--- src/rtl/mcu_psram_writer_pkg.sv ---
// Shared PSRAM write-path definitions: address width, page geometry, FSM encodings
// and the page-legal segment length helper.
package mcu_psram_writer_pkg;

  localparam int PSRAM_AW       = 23;
  localparam int PAGE_WORDS_DEF = 512;
  localparam int SEG_W          = 10;

  localparam logic [1:0] ST_IDLE = 2'd0;
  localparam logic [1:0] ST_CMD  = 2'd1;
  localparam logic [1:0] ST_DATA = 2'd2;

  // Words that fit before the next page boundary, capped by what is left of the burst.
  function automatic logic [SEG_W-1:0] seg_len(input logic [PSRAM_AW-1:0] addr,
                                               input int unsigned         remain,
                                               input int unsigned         page_words);
    int unsigned off;
    int unsigned room;
    off  = 32'(addr) & (page_words - 1);
    room = page_words - off;
    return SEG_W'((remain < room) ? remain : room);
  endfunction

endpackage

--- src/rtl/mcu_psram_writer.sv ---
// Splits fixed-length MCU write bursts into page-legal PSRAM write commands and
// streams the FIFO head to the controller, popping the FIFO one word ahead.
module mcu_psram_writer
  import mcu_psram_writer_pkg::*;
#(
  parameter int BURST_WORDS = 32,
  parameter int PAGE_WORDS  = PAGE_WORDS_DEF
) (
  input  logic                xClk,
  input  logic                xRst_n,
  input  logic                xMcuReqWrite,
  input  logic [PSRAM_AW-1:0] xAddress,
  input  logic [15:0]         xDin,
  output logic                xRdEn,
  output logic                xRamReady,
  output logic                ramCmdValid,
  input  logic                ramCmdReady,
  output logic [PSRAM_AW-1:0] ramCmdAddr,
  output logic [SEG_W-1:0]    ramCmdLen,
  output logic [15:0]         ramWrData,
  output logic                ramWrValid,
  input  logic                ramWrReady,
  output logic                xErrReq
);

  localparam int RW = $clog2(BURST_WORDS + 1);

  logic [1:0]          state_q,  state_d;
  logic [PSRAM_AW-1:0] addr_q,   addr_d;
  logic [RW-1:0]       remain_q, remain_d;
  logic [SEG_W-1:0]    segcnt_q, segcnt_d;
  logic [SEG_W-1:0]    seg_q,    seg_d;
  logic                ready_q,  ready_d;
  logic                err_q,    err_d;

  logic wr_hs;
  logic [PSRAM_AW-1:0] addr_inc;
  logic [RW-1:0]       remain_dec;

  assign wr_hs      = (state_q == ST_DATA) && ramWrReady;
  assign addr_inc   = addr_q + PSRAM_AW'(1);
  assign remain_dec = remain_q - RW'(1);

  always_comb begin
    // NOTE: every _d starts as its _q so no path through the case leaves a signal
    // unassigned; without these defaults synthesis would infer latches.
    state_d  = state_q;
    addr_d   = addr_q;
    remain_d = remain_q;
    segcnt_d = segcnt_q;
    seg_d    = seg_q;
    err_d    = err_q | (xMcuReqWrite && (state_q != ST_IDLE));

    case (state_q)
      ST_IDLE: begin
        if (xMcuReqWrite) begin
          addr_d   = xAddress;
          remain_d = RW'(BURST_WORDS);
          seg_d    = seg_len(xAddress, BURST_WORDS, PAGE_WORDS);
          state_d  = ST_CMD;
        end
      end
      ST_CMD: begin
        if (ramCmdReady) begin
          segcnt_d = seg_q;
          state_d  = ST_DATA;
        end
      end
      ST_DATA: begin
        if (ramWrReady) begin
          segcnt_d = segcnt_q - SEG_W'(1);
          remain_d = remain_dec;
          addr_d   = addr_inc;
          if (segcnt_q == SEG_W'(1)) begin
            if (remain_q == RW'(1)) begin
              state_d = ST_IDLE;
            end else begin
              // Next segment's length is latched now so the command is stable on CMD entry.
              seg_d   = seg_len(addr_inc, 32'(remain_dec), PAGE_WORDS);
              state_d = ST_CMD;
            end
          end
        end
      end
      default: state_d = ST_IDLE;
    endcase

    ready_d = (state_d == ST_IDLE);
  end

  always_ff @(posedge xClk or negedge xRst_n) begin
    if (!xRst_n) begin
      state_q  <= ST_IDLE;
      addr_q   <= '0;
      remain_q <= '0;
      segcnt_q <= '0;
      seg_q    <= '0;
      ready_q  <= 1'b0;
      err_q    <= 1'b0;
    end else begin
      // NOTE: non-blocking assignments let every flop sample the pre-edge values,
      // matching real register behaviour regardless of statement order.
      state_q  <= state_d;
      addr_q   <= addr_d;
      remain_q <= remain_d;
      segcnt_q <= segcnt_d;
      seg_q    <= seg_d;
      ready_q  <= ready_d;
      err_q    <= err_d;
    end
  end

  // addr_q only moves in DATA, so it doubles as the held command address in CMD.
  assign xRamReady   = ready_q;
  assign ramCmdValid = (state_q == ST_CMD);
  assign ramCmdAddr  = addr_q;
  assign ramCmdLen   = seg_q;
  assign ramWrValid  = (state_q == ST_DATA);
  assign ramWrData   = ramWrValid ? xDin : 16'h0000;
  assign xRdEn       = wr_hs && (remain_q > RW'(1));
  assign xErrReq     = err_q;

endmodule

--- config.mk ---
export PLATFORM = sky130hd
export DESIGN_NAME = mcu_psram_writer
export DESIGN_NICKNAME = d
export VERILOG_FILES = /design/src/rtl/mcu_psram_writer_pkg.sv /design/src/rtl/mcu_psram_writer.sv
export SDC_FILE = /design/constraint.sdc
export NUM_CORES = 1
export LEC_CHECK = 0
export CAP_MARGIN = 25
export CELL_PAD_IN_SITES_DETAIL_PLACEMENT = 2
export CELL_PAD_IN_SITES_GLOBAL_PLACEMENT = 2
export CORE_MARGIN = 5
export CORE_UTILIZATION = 29
export CTS_BUF_LIST = sky130_fd_sc_hd__clkbuf_8
export CTS_CLUSTER_DIAMETER = 50
export CTS_CLUSTER_SIZE = 10
export DETAILED_ROUTE_END_ITERATION = 10
export PLACE_DENSITY = 0.8
export SLEW_MARGIN = 20
export SYNTH_ARGS = -nofsm -noshare
export SYNTH_HDL_FRONTEND = slang
export SYNTH_SLANG_ARGS = --single-unit
--- constraint.sdc ---
create_clock -name xClk -period 3.6 [get_ports xClk]
set_clock_uncertainty 0.05 [all_clocks]
set_input_delay 0.36 -clock xClk [delete_from_list [all_inputs] [get_ports xClk]]
set_output_delay 0.36 -clock xClk [all_outputs]
set_load 0.01 [all_outputs]
== Yosys cells after proc, flatten, opt, wreduce, memory -nomap -nowiden ==
Cells that the tools add are included.
Operators by class
  add/subtract/negate cells: 5
  magnitude comparators: 3
  equality and inequality tests: 9
  muxes and demuxes: 23
  bitwise gates (word level): 1
  reduce and logical (&&, ||, !) cells: 11
Operators by type and width (number)
  two-way mux 10 bit: 8
  two-way mux 23 bit: 2
  one-hot mux 23 bit (2 select lines): 1
  one-hot mux 10 bit (2 select lines): 2
  < comparator 6 x 32 -> 1 bit: 1
  < comparator 6 x 32 -> 1 bit, first input constant: 1
  adder 23 x 1 -> 23 bit, second input constant: 1
  subtractor 10 x 9 -> 11 bit, first input constant: 2
  two-way mux 16 bit: 1
  two-way mux 6 bit: 2
  one-hot mux 6 bit (2 select lines): 1
  == test 10 x 1 -> 1 bit, second input constant: 1
  subtractor 10 x 1 -> 10 bit, second input constant: 1
  two-way mux 2 bit: 4
  == test 6 x 1 -> 1 bit, second input constant: 1
  > comparator 6 x 1 -> 1 bit, second input constant: 1
  inequality test 2 x 1 -> 1 bit, second input constant: 3
  one-hot mux 2 bit (3 select lines): 1
  AND reduction 3 bit: 2
  nonzero test 2 bit: 3
  subtractor 6 x 1 -> 6 bit, second input constant: 1
  AND reduction 5 bit: 1
  logical NOT 2 bit: 2
  inequality test 2 bit, second input constant: 2
  5 further kinds: 7
Storage, ports and cells
  bits in registers: 53
  input bits: 44
  output and inout bits: 54
  logic and storage cells: 59

== Logic depth before layout (Yosys ltp) ==
  word-level depth: 8
  depth in mapped cells: 12
  depth with buffers taken out: 11

== Least setup slack after synthesis ==
No wires, ideal clock.
  path type: reg2reg
  start: reg addr_q[1] (netlist: ramCmdAddr[1])
  end: reg seg_q[4] (netlist: ramCmdLen[4])
  library setup time: 0.095 ns
  data arrival time: 2.775 ns
  data required time: 3.455 ns
  setup slack: 0.680 ns
  stages on the path, launching flop included: 12
  clock period less this slack: 2.920 ns
  cells stage by stage: dfrtp_1 -> ha_1 -> xor2_1 -> nor3b_2 -> mux2i_1 -> xor2_1 -> ha_1 -> o211a_1 -> a221oi_1 -> a211oi_2 -> and3_1 -> o31ai_1
On the way
  longest elaborated chain between the ends: 8
RTL lines
  start, declared: RTL line mcu_psram_writer.sv:29  | logic [PSRAM_AW-1:0] addr_q, addr_d;
  start signal, assigned: RTL line mcu_psram_writer.sv:104  | addr_q <= addr_d;
  adder 23 x 1 -> 23 bit *: RTL line mcu_psram_writer.sv:41  | assign addr_inc = addr_q + PSRAM_AW'(1);
  subtractor 10 x 9 -> 11 bit *: RTL line mcu_psram_writer_pkg.sv:20  | room = page_words - off;
  < comparator 6 x 32 -> 1 bit: RTL line mcu_psram_writer_pkg.sv:21  | return SEG_W'((remain < room) ? remain : room);
  two-way mux 10 bit *: RTL line mcu_psram_writer_pkg.sv:21
  two-way mux 10 bit *: RTL line mcu_psram_writer.sv:75  | if (remain_q == RW'(1)) begin
  two-way mux 10 bit *: RTL line mcu_psram_writer.sv:74  | if (segcnt_q == SEG_W'(1)) begin
  two-way mux 10 bit *: RTL line mcu_psram_writer.sv:70  | if (ramWrReady) begin
  one-hot mux 10 bit (2 select lines) *: RTL line mcu_psram_writer.sv:54  | case (state_q)
  end signal, assigned: RTL line mcu_psram_writer.sv:107  | seg_q <= seg_d;
  end, declared: RTL line mcu_psram_writer.sv:32  | logic [SEG_W-1:0] seg_q, seg_d;
Every way passes the cells marked *; elsewhere a longest branch is shown, timed or not. The select of a mux whose other input is x is not followed.
A chain may end at the register's enable or synchronous reset.

== Worst setup path after layout ==
Ends and elaborated chain as after synthesis.

==> key figures <==
Run status
  – Outcome: complete, no violations

Worst setup path
  – CP cell instances: ha_1 -> xor2_1 -> nor3b_2 -> mux2i_1 -> xor2_1 -> ha_1 -> o211a_1 -> a221oi_2 -> a211oi_2 -> and3_1 -> o31ai_1
  – Worst path max stage delay: 0.44 ns
  – Crit path kind: reg2reg
  – Worst-path cell with the longest stage delay: dfrtp_1
  – WP data arrival: 3.47 ns
  – Critical path fanouts, max: 8
  – Crit path required time: 3.80 ns
  – CP Capture Type: register
  – CP Launch Type: register

CTS
  – Clock Tree Root: clkbuf_8
  – Hold_buf cts: 0
  – Clock tree buffer depth: 2
  – Post-cts gate resize count: 0
  – Num Clock Sinks: 53
  – CTS tree: done
  – H-tree levels: 2
  – Worst-path clk slew: 0.11 ns
  – Clock latency on the worst-skew pair: 0.34 ns
  – Postcts setup bufs: 0
  – CTS buffer count: 5

Timing
  – Final hold viol count: 0
  – Final Max Tran Viols: 0
  – RSZ-0062 raised after global routing: false
  – Fin Hold WS: 0.08298 ns
  – Final Cycle Share: 0.9088
  – Setup WS post-layout: 0.3282 ns
  – Setup Total Neg Slack: 0 ns
  – Final setup fails: 0
  – FMAX: 305.6 MHz
  – Tmin final: 3.272 ns
  – Slew at the pin closest to its max-slew limit: 0.9283 ns
  – Slew headroom: 0.3812

GRT
  – Number of global-route vias before repair: 4271
  – Largest net degree at the start of global routing: 49
  – Overall Global Routing Usage: 0.1976
  – Grt ovf: 0
  – Global-route wire length before repair: 23270 um
  – Initial antenna violation count: 0

Route
  – DR WL/cell: 20.64 um
  – Routed wire length: 14700 um
  – Via count: 3883
  – TritonRoute pass-1 iters: 4
  – Initial DRC Count: 192
  – DRC: 0
  – Post-route ant nets: 0
  – Via-per-instance ratio: 5.454

Floorplanning
  – Die Height: 123.1 um
  – I/O pin count: 98
  – Number of core rows: 41
  – Die width: 123.1 um
  – Starting density of the core: 0.2951
  – Die area: 15150 um^2
  – Core area: 12570 um^2

Synthesis
  – Synth Area in Compound Gates: 0.2638
  – Yosys warning count: 0
  – EDFF count, synth: 0
  – Adder-cell share of the synthesized area: 0.04049
  – Post-synthesis mux area share: 0.005398
  – Largest family of logic cells by synthesized area: compound AO/OA/AOI/OAI gates
  – Synthesized area: 3709 um^2
  – Cells after synthesis: 455
  – Post-synthesis simple-gate area fraction: 0.2517
  – Net count after synthesis: 511
  – Post-Synth XOR/XNOR Area: 0.03306
  – Seq/Total Area, Yosys: 0.3576
  – Asr flop ratio synth: 1.000
  – Flops & latches, synth: 53
  – Main synth FF type: dfrtp_1
  – Unique masters post-synth: 62
  – Average cell area after synthesis: 8.151 um^2

Layout
  – Layout Nets: 596
  – FILL cells: 1438
  – Antenna cells: 0
  – Sequential Area: 1326 um^2
  – Layout cells sized above 1: 0.06111
  – Area grow syn2layout: 33.67%
  – Final std cells w/o fill: 712
  – Area of the multi-input gates: 2215 um^2

Power
  – Leak pwr: 1.921 nW
  – Peak supply drop: 0.0003126 V
  – Design Power: 4.232 mW
  – Power density over cell area: 853.7 nW/um^2

Placed design
  – Placed cells: 705
  – I/O Buffers: 97
  – GPL Wtd Cong: 0.8868
  – Placement Setup Slack: 0.2569 ns
  – Post-DP HPWL: 10950 um

Run
  – Number of max-cap violations: 0

Worst hold path
  – Type of the most critical hold path: in2async
flip-flops by register name, summed over array words and instances, names as in the netlist:
signal	flops
state_q	2
ramCmdLen	10
ramCmdAddr	23
xErrReq	1
xRamReady	1
remain_q	6
segcnt_q	10
where the power goes:
group | switching, mW | internal, mW | leakage (nW) | total, mW
Combinational | 1.46 | 1.12 | 1.22 | 2.59
Sequential | 0.366 | 0.835 | 0.644 | 1.20
Clock | 0.240 | 0.207 | 0.0546 | 0.446
Total | 2.07 | 2.16 | 1.92 | 4.23
cell families (layout without fill, tap and decap cells):
| logic type | Yosys count | in the layout |
|---|---|---|
| AND/OR/NAND/NOR | 177 | 177 |
| AO/OA/AOI/OAI | 152 | 152 |
| flip-flops | 53 | 53 |
| buffers and inverters | 45 | 130 |
| XOR/XNOR | 14 | 14 |
| adder cells (fa/ha/maj) | 12 | 12 |
| multiplexers | 2 | 2 |
worst paths after layout:
path | from | endpoint | slack [ns] | depth (start not counted)
max | ramCmdAddr[1]$_DFFE_PN0P_ | ramCmdLen[4]$_DFFE_PN0P_ | 0.33 | 11
min | xRst_n | ramCmdAddr[4]$_DFFE_PN0P_ | 0.08 | 1
max reg2reg | ramCmdAddr[1]$_DFFE_PN0P_ | ramCmdLen[4]$_DFFE_PN0P_ | 0.33 | 11
min reg2reg | xErrReq$_DFF_PN0_ | xErrReq$_DFF_PN0_ | 0.43 | 1
max in group asynchronous | xRst_n | xErrReq$_DFF_PN0_ | 2.59 | 2
min in group xClk | xErrReq$_DFF_PN0_ | xErrReq$_DFF_PN0_ | 0.43 | 1
routing by layer:
| layer | share of wire | vias to the layer above | track usage | routed length, um |
|---|---|---|---|---|
| li1 | - | 1812 | - | - |
| met1 | 0.43 | 1980 | 0.2539 | 6294 |
| met2 | 0.52 | 77 | 0.3369 | 7594 |
| met3 | 0.042 | 14 | 0.03934 | 624 |
| met4 | 0.013 | 0 | 0.05744 | 187 |
| met5 | 0 | - | 0 | 0 |
placed cells by master (no fill, tap or decap), types with 5 or more instances in the layout:
master           netlist  layout
clkdlybuf4s50_1        0      96
nand2b_1               6       6
xor2_1                 7       7
buf_4                  0       8
and2_1                22      22
o22ai_1                9       9
a21oi_1               45      44
nand2_1               51      51
or3_1                  5       5
nor3_1                10      10
o22a_1                 5       5
dfrtp_1               53      53
a2bb2oi_1              5       5
ha_1                  12      12
and3_1                 7       7
a22oi_1                9       9
nand3_1               23      23
clkbuf_8               0       5
o21ai_1                7       7
xnor2_1                7       7
nor2_1                26      26
o21ai_0               34      34
inv_1                 17      17
cells in the mapped netlist (9+ instances only):
cell      instances  area, um^2
clkbuf_1         18       67.56
nor2_1           26       97.59
a22oi_1           9       67.56
nand3_1          23       115.1
o21ai_0          34       170.2
nand2_1          51       191.4
ha_1             12       150.1
nor3_1           10       50.05
dfrtp_1          53        1326
inv_1            17       63.81
and2_1           22       137.6
o22ai_1           9       56.30
a21oi_1          45       225.2
area by class of cell:
type                    instances  area share
flip-flops and latches         53      0.2675
clock buffers                   5     0.01388
repair buffers                105      0.2070
inverters                      18     0.01363
well taps                     172     0.04341
clock inverters                 2    0.007824
multi-input cells             357      0.4467
per-stage QoR:
| stage | utilization | instance area, um^2 |
|---|---|---|
| finish | 0.3944 | 4957 |
| global route | 0.3944 | 4957 |
| CTS | 0.3939 | 4951 |
| detailed placement | 0.3854 | 4843 |
| global placement | 0.3854 | 4843 |
| floorplan | - | 3709 |
worst max-delay path, delay by kind of cell (launching register included):
family | cells | cell delay, ns
adder cells (fa/ha/maj) | 2 | 0.58
XOR/XNOR | 2 | 0.43
AO/OA/AOI/OAI | 4 | 0.91
AND/OR/NAND/NOR | 2 | 0.53
flip-flops | 1 | 0.44
multiplexers | 1 | 0.25
Power figures use the tool's default switching activity.
